## config.mk

```make
export PLATFORM = sky130hd
export DESIGN_NAME = toeplitz_gen
export DESIGN_NICKNAME = d
export VERILOG_FILES = /design/src/rtl/toeplitz_gen.sv
export SDC_FILE = /design/constraint.sdc
export NUM_CORES = 1
export LEC_CHECK = 0
export BUFFER_PORTS_ARGS = -buffer_cell sky130_fd_sc_hd__buf_2
export CAP_MARGIN = 15
export CORE_ASPECT_RATIO = 1.1
export CORE_MARGIN = 2
export CORE_UTILIZATION = 30
export CTS_BUF_LIST = sky130_fd_sc_hd__clkbuf_4 sky130_fd_sc_hd__clkbuf_8
export DETAILED_ROUTE_END_ITERATION = 16
export PLACE_DENSITY = 0.57
export SYNTH_ARGS = -nofsm -noshare
export SYNTH_HDL_FRONTEND = slang
export SYNTH_SLANG_ARGS = --single-unit
```

## constraint.sdc

```tcl
create_clock -name clk -period 7.1 [get_ports clk]
set_input_delay 1.42 -clock clk [delete_from_list [all_inputs] [get_ports clk]]
set_output_delay 1.42 -clock clk [all_outputs]
set_load 0.05 [all_outputs]
```

## src/rtl/toeplitz_gen.sv

```systemverilog
// rtl/toeplitz_gen.sv - Toeplitz matrix generator: loads generator samples, emits N x N matrix row-major
module toeplitz_gen #(
    parameter int DW = 16,
    parameter int N  = 4,
    parameter int AW = 4
) (
    input  logic          clk,
    input  logic          rst,
    input  logic          sym,
    input  logic          valid,
    input  logic [DW-1:0] data,
    output logic          in_ready,
    output logic          out_valid,
    input  logic          out_ready,
    output logic [DW-1:0] out_data,
    output logic [AW-1:0] out_row,
    output logic [AW-1:0] out_col,
    output logic          out_last,
    output logic          busy
);
    localparam int D  = 2 * N - 1;
    localparam int IW = $clog2(D);
    localparam logic [AW:0]   ONE_W  = (AW + 1)'(1);
    localparam logic [AW:0]   NM1_W  = (AW + 1)'(N - 1);
    localparam logic [AW:0]   LEN_S  = (AW + 1)'(N);
    localparam logic [AW:0]   LEN_G  = (AW + 1)'(2 * N - 1);
    localparam logic [AW-1:0] NM1    = AW'(N - 1);
    localparam logic [AW-1:0] ONE    = AW'(1);

    typedef enum logic [1:0] {IDLE, LOAD, EMIT} state_t;

    state_t        state;
    logic [DW-1:0] buffer [D];
    logic [AW:0]   cnt;
    logic          mode;
    logic [AW-1:0] row, col;

    logic          accept;
    logic          eff_mode;
    logic [AW:0]   len;
    logic [AW:0]   cnt_nxt;
    logic [AW-1:0] nxt_row, nxt_col;
    logic          nxt_last;
    logic [AW:0]   rd_idx;
    logic [DW-1:0] rd_data;

    // Generator index of T[r][c]; general form is rewritten as (r + N-1) - c to stay unsigned.
    function automatic logic [AW:0] elem_idx(input logic [AW:0] r, input logic [AW:0] c,
                                             input logic m);
        if (m)
            return (r >= c) ? (r - c) : (c - r);
        else
            return r + NM1_W - c;
    endfunction

    assign in_ready = (state != EMIT);
    assign busy     = (state != IDLE);
    assign accept   = valid & in_ready;
    assign eff_mode = (state == IDLE) ? sym : mode;
    assign len      = eff_mode ? LEN_S : LEN_G;
    assign cnt_nxt  = cnt + ONE_W;
    assign out_row  = row;
    assign out_col  = col;

    always_comb begin
        nxt_row = row;
        nxt_col = col + ONE;
        if (col == NM1) begin
            nxt_col = '0;
            nxt_row = row + ONE;
        end
        nxt_last = (nxt_row == NM1) && (nxt_col == NM1);
        if (state == EMIT)
            rd_idx = elem_idx({1'b0, nxt_row}, {1'b0, nxt_col}, mode);
        else
            rd_idx = elem_idx('0, '0, eff_mode);
        // Bypass covers the case where T[0][0] comes from the sample being written this cycle.
        rd_data = (accept && (rd_idx == cnt)) ? data : buffer[rd_idx[IW-1:0]];
    end

    always_ff @(posedge clk) begin
        if (rst) begin
            state     <= IDLE;
            cnt       <= '0;
            mode      <= 1'b0;
            row       <= '0;
            col       <= '0;
            out_valid <= 1'b0;
            out_data  <= '0;
            out_last  <= 1'b0;
            for (int i = 0; i < D; i++)
                buffer[i] <= '0;
        end else begin
            case (state)
                IDLE, LOAD: begin
                    if (accept) begin
                        buffer[cnt[IW-1:0]] <= data;
                        cnt                 <= cnt_nxt;
                        if (state == IDLE)
                            mode <= sym;
                        if (cnt_nxt == len) begin
                            state     <= EMIT;
                            out_valid <= 1'b1;
                            out_data  <= rd_data;
                            row       <= '0;
                            col       <= '0;
                            out_last  <= (N == 1);
                        end else begin
                            state <= LOAD;
                        end
                    end
                end
                EMIT: begin
                    if (out_valid && out_ready) begin
                        if (out_last) begin
                            state     <= IDLE;
                            out_valid <= 1'b0;
                            out_last  <= 1'b0;
                            out_data  <= '0;
                            row       <= '0;
                            col       <= '0;
                            cnt       <= '0;
                        end else begin
                            row      <= nxt_row;
                            col      <= nxt_col;
                            out_data <= rd_data;
                            out_last <= nxt_last;
                        end
                    end
                end
                default: state <= IDLE;
            endcase
        end
    end
endmodule

```

==> Word level (Yosys, flattened, before mapping) <==
Memories as Yosys holds them, arrays and structs flattened.
Cells that the tools add are included.
{ "totals": {"register_bits": 34, "ramBits": 112, "in_bits": 21, "word_cells": 93, "n_memories": 1} }
{ "memory_table": {"columns": ["name", "words", "word_bits", "read_ports", "rd_ports_with_merged_regs", "write_ports", "line_no", "rtl"], "rows": [
  ["buffer", 7, 16, 1, 0, 7, "33", "logic [DW-1:0] buffer [D];"]
]} }
{ "classes": {"n_addsub": 7, "order_cmp": 1, "eq_ne": 12, "n_mux": 50, "bitwise_logic": 1, "reduce_logical": 13} }
{ "ops": {"columns": ["operator", "n"], "rows": [
  ["$mux W16", 6],
  ["$mux W4", 8],
  ["$pmux W16 S2", 1],
  ["$mux W5", 6],
  ["$mux W1", 16],
  ["$pmux W4 S2", 2],
  ["$reduce_or A16 Y1", 1],
  ["$eq A4 B2 Y1 const B", 3],
  ["$mux W2", 6],
  ["$pmux W5 S2", 1],
  ["$sub A4 B4 Y5", 2],
  ["$add A4 B1 Y4 const B", 2],
  ["$ne A2 B2 Y1 const B", 4],
  ["$reduce_and A4 Y1", 2],
  ["$add A4 B2 Y5 const B", 1],
  ["$add A5 B1 Y5 const B", 1],
  ["$eq A5 B3 Y1", 1],
  ["$eq A5 B5 Y1", 1],
  ["$reduce_and A5 Y1", 1],
  ["$sub A5 B4 Y5", 1],
  ["$ge A4 B4 Y1", 1],
  ["$pmux W1 S2", 2],
  ["$pmux W2 S2", 1],
  ["$reduce_bool A2 Y1", 2],
  ["10 further kinds", 12]
]} }

==> Logic depth before layout (Yosys ltp) <==
{ "logic_depth": {"ltp_word": 12, "ltp_mapped": 15} }

==> Worst setup path after synthesis <==
OpenSTA, ideal clock, no wires.
{ "synth_path": {"kind": "register to register", "from": "reg col[0] (netlist: out_col[0])", "to": "reg out_data[0]", "t_arrival_ns": 4.110, "required_ns": 7.005, "path_slack_ns": 2.895, "path_stages_with_launch": 15, "period_less_slack_ns": 4.205, "path_cell_list": "dfxtp_1 -> ha_1 -> nor3b_2 -> mux2i_1 -> inv_1 -> ha_1 -> fa_1 -> a21o_1 -> a21oi_1 -> mux2_2 -> and2_0 -> o21ai_1 -> buf_2 -> a21oi_1 -> a221oi_1"} }
{ "synth_via": {"elab_chain_cells": 12, "word_cells_on_any_way": 21} }
{ "synth_lines": {"columns": ["item", "line_no", "rtl"], "rows": [
  ["start: declaration", "36", "logic [AW-1:0] row, col;"],
  ["start signal: assignment", "125", "col <= nxt_col;"],
  ["$eq A4 B2 Y1 / $add A4 B1 Y4 (equally long branches)", "68, 67", null],
  ["$mux W4", "68", "if (col == NM1) begin"],
  ["$add A4 B2 Y5 (tied with other cells)", "53", "return r + NM1_W - c;"],
  ["$sub A5 B4 Y5 / $mux W5 (equally long branches)", "53, 51", null],
  ["$mux W5 *", "50", "if (m)"],
  ["$mux W5 *", "73", "if (state == EMIT)"],
  ["parallel branches: the longest is 2 deep, another holds $mem_v2 Z7 W16", null, null],
  ["$mux W16 *", "78", "rd_data = (accept && (rd_idx == cnt)) ? data : buffer[rd_idx[IW-1:0]];"],
  ["$mux W16, on equally long branches", "115, 101", null],
  ["$mux W16, on equally long branches", "114, 96", null],
  ["$pmux W16 S2 *", "94", "case (state)"],
  ["end signal: assignment", "104", "out_data <= rd_data;"],
  ["end signal: assignment", "126", "out_data <= rd_data;"],
  ["end: declaration", "15", "output logic [DW-1:0] out_data,"]
]} }
Mark *: on every way between the ends. The select of a mux whose other input is x is not followed.
A chain may end at the register's enable or synchronous reset.

==> Final worst setup path <==
{ "layout_path": {"from": "reg col[0] (netlist: out_col[0])", "to": "reg out_data[1]"} }
Same word-level chain as after synthesis.

==> impl_results.md <==
* Status: complete, no violations
* Worst setup path class: reg -> reg
* Final hold viol count at 0
* CP arrival at between 4000 and 5000 ps
* Final Cycle Share at between 60% and 70%
* Multi-input gate area at ~3000 sq um
* Cell taking the most area after synthesis: edfxtp_1
* Routed vias at ~5400
* Synth Flop Type: edfxtp_1
* Least-Margin Pin Slew at roughly 1100 ps
* Total core area at ~25000 sq um
* Req. time, crit path at 7410 ps
* Sequential share of the synthesized area at 57.1%
* YS warnings at 0
* Worst-path clk slew at approximately 90 ps
* Startpoint Class: flip-flop
* Placer Congestion at around 0.75
* Synth top area share at between 40 and 50%
* # DRC at 0
* FF+latch count, synth at between 150 and 200
* FFs w/ async S/R, synth at 0%
* Hold path depth at 2
* Initial cell density of the core at a little under a third
* Syn_nets at between 700 and 800
* Mapped Area at between 7000 and 8000 sq um
* P&R area growth vs syn at 12.1%
* Post-cts hold buffer count at 0
* TNS Setup at 0 ps
* Slew margin rel. at between 20% and 30%
* CTS tree: built
* Wire per inst at around 18 um
* Max H-tree Level at 4
* Worst vdd ir at ~0.082 mV
* Die area at 26800 sq um
* RSZ-0062 raised after global routing: no
* Commonest cells after routing, fill and taps aside: nor2_1, edfxtp_1, mux2i_1, nand2_1, dfxtp_1
* Largest net degree at the start of global routing at 65
* Clock buffer depth at 2
* Syn avg cell area at between 10 and 15 sq um
* DR pass1 iterations at 5
* Gr ovfl total at 0
* Register area at about 4400 sq um
* Reg2Reg Capture Point: out_data[1]$_SDFFE_PP0P_
* Post-CTS Setup Bufs at 0
* Post-synth EDFFs at 112
* HPWL Detailed at between 10000 and 15000 um
* Iteration-0 DRC count of the detailed router at between 400 and 500
* Worst-path fanout max at 20
* Initial antenna violation count at 0
* CP max stage cell: nand2_1
* PwrDens at 220 nW/um^2
* Share of post-route cells with drive strength above 1 at 15.1%
* Slack of the worst reg-to-reg path at between 2000 and 3000 ps
* Clock sink total at between 150 and 200
* First-pass GRT wire length at between 20000 and 30000 um
* Final Setup Violations at 0
* # fillers at between 2000 and 3000
* Fmax at approximately 0.22 GHz
* Antenna Nets Post-Route at 0
* Reg2Reg Launch Point: out_col[0]$_SDFFE_PP0P_
* Cts bufs inserted at 17
* Distinct cells, synth at 53
* Worst skew pair latency at 450 ps
* Worst clock skew at 15.0 ps
* Vias per cell at roughly 5.1
* Clock root cell: clkbuf_8
* Die Wd at 156 um
* Critical path cell sequence: ha_1 > nor3b_2 > mux2i_1 > inv_1 > ha_1 > fa_1 > a21o_1 > a21oi_1 > mux2_2 > nand2_1 > mux4_2 > nand2_1 > a221oi_1
* Row Count at just over 60
* Gate Count Post-Synth at ~690
* Worst min path class: reg -> reg
* Nets@finish at 760
* Vias in the first global route at about 5000
* PostCTS Resize Cnt at 0
* Max-cap viol count at 0
* # diodes at 0
* I/O Buffers at 48
* Hold_ws at slightly below 500 ps
* Worst path max stage delay at roughly 610 ps
* Synth area leaders: edfxtp_1, dfxtp_1, mux2i_1
* Max Slew Vio Count at 0
* GRT Overall Usage at around 15%
* Die Ht at around 170 um
* Hold path start: out_valid$_SDFFE_PP0P_
* R2r worst-path depth at 13
* CP Capture Type: flip-flop
* I/O Pins at just under 50
* Final min period at roughly 4500 ps
* Setup crit start: out_col[0]$_SDFFE_PP0P_
* Worst Hold Path EP: out_valid$_SDFFE_PP0P_
* Post-Route WL at just under 20000 um
* Leak Pwr at 3.51 nW
critical path, delay by kind of cell, from the launching register on:
kind                       cells  cell delay (ps)
adders and majority gates      3              800
muxes                          3             1450
and+or+nand+nor                3             1170
DFF                            1              430
buffers and inverters          1              150
AOI/OAI and AO/OA              3              400
through the flow:
step	total power, mW	instances	utilization [%]	setup slack (ps)	instance area (sq um)
floorplan	1.19	688	-	2890	7640
global placement	1.24	1018	32.5	2590	8180
detailed placement	1.24	1018	32.5	2590	8180
CTS	1.90	1050	34.0	2570	8560
global route	1.95	1050	34.0	2220	8560
finish	1.88	1050	34.0	2570	8560
registers in the layout, indices dropped and copies added, names as in the netlist:
register / flops
buffer: 128
out_col: 4
cnt: 5
out_last: 1
state: 2
out_data: 16
mode: 1
out_valid: 1
out_row: 4
cells in the mapped netlist, types with 3 or more instances:
master,number
a221o_1,6
fa_1,4
buf_4,3
inv_1,36
a21oi_1,43
nor3_1,9
and3_1,5
ha_1,13
nand2_1,56
mux2i_1,59
clkbuf_1,25
nor2_1,113
nand2b_1,9
o21ai_0,4
o22a_1,11
nor2b_1,4
mux2_2,11
a32oi_1,6
buf_6,4
a221oi_1,18
xor2_1,6
nand3_1,23
edfxtp_1,112
dfxtp_1,50
buf_2,12
o311a_1,9
area by class of cell:
class | count | share of cell area, %
clock buffer | 20 | 3.07
clock inverter | 12 | 1.48
inverter | 36 | 1.58
multi-input combinational | 446 | 34.6
sequential | 162 | 51.0
tap | 315 | 4.60
timing repair buffer | 59 | 3.77
per-layer routing:
metal	wire, um	share of wire [%]	track usage [%]	up-vias
met4	211	1.1	3.83	0
met3	1290	6.7	4.01	16
met2	8740	45	22.9	178
li1	-	-	-	2564
met1	9170	47	20.5	2639
met5	0	0	0	-
how the worst max path moves through the flow:
stage	depth (start not counted)	slack, ps	end
final	13	2570	out_data[1]$_SDFFE_PP0P_
after floorplan	14	2890	out_data[0]$_SDFFE_PP0P_
after global placement	6	2590	buffer[4][10]$_SDFFCE_PN0P_
after CTS	13	2570	out_data[1]$_SDFFE_PP0P_
after global routing	13	2220	out_data[1]$_SDFFE_PP0P_
after detailed placement	13	2590	out_data[1]$_SDFFE_PP0P_
kinds of logic (layout without fill, tap and decap cells):
family / after synthesis / after routing / share of synthesized area (%)
fa+ha+maj: 17 / 17 / 3.18
buf+inv: 80 / 127 / 4.67
simple gates: 236 / 236 / 13.6
xor+xnor: 7 / 7 / 0.802
mux: 71 / 71 / 9.64
compound gates: 115 / 115 / 11.0
flops: 162 / 162 / 57.1
power by group:
| group | leakage (nW) | total, mW | internal, mW | switching (mW) |
|---|---|---|---|---|
| clock network | 0.195 | 0.660 | 0.302 | 0.358 |
| registers | 1.55 | 1.05 | 1.04 | 0.0119 |
| logic | 1.77 | 0.173 | 0.0593 | 0.114 |
No activity file was read; power rests on OpenSTA's default activity.
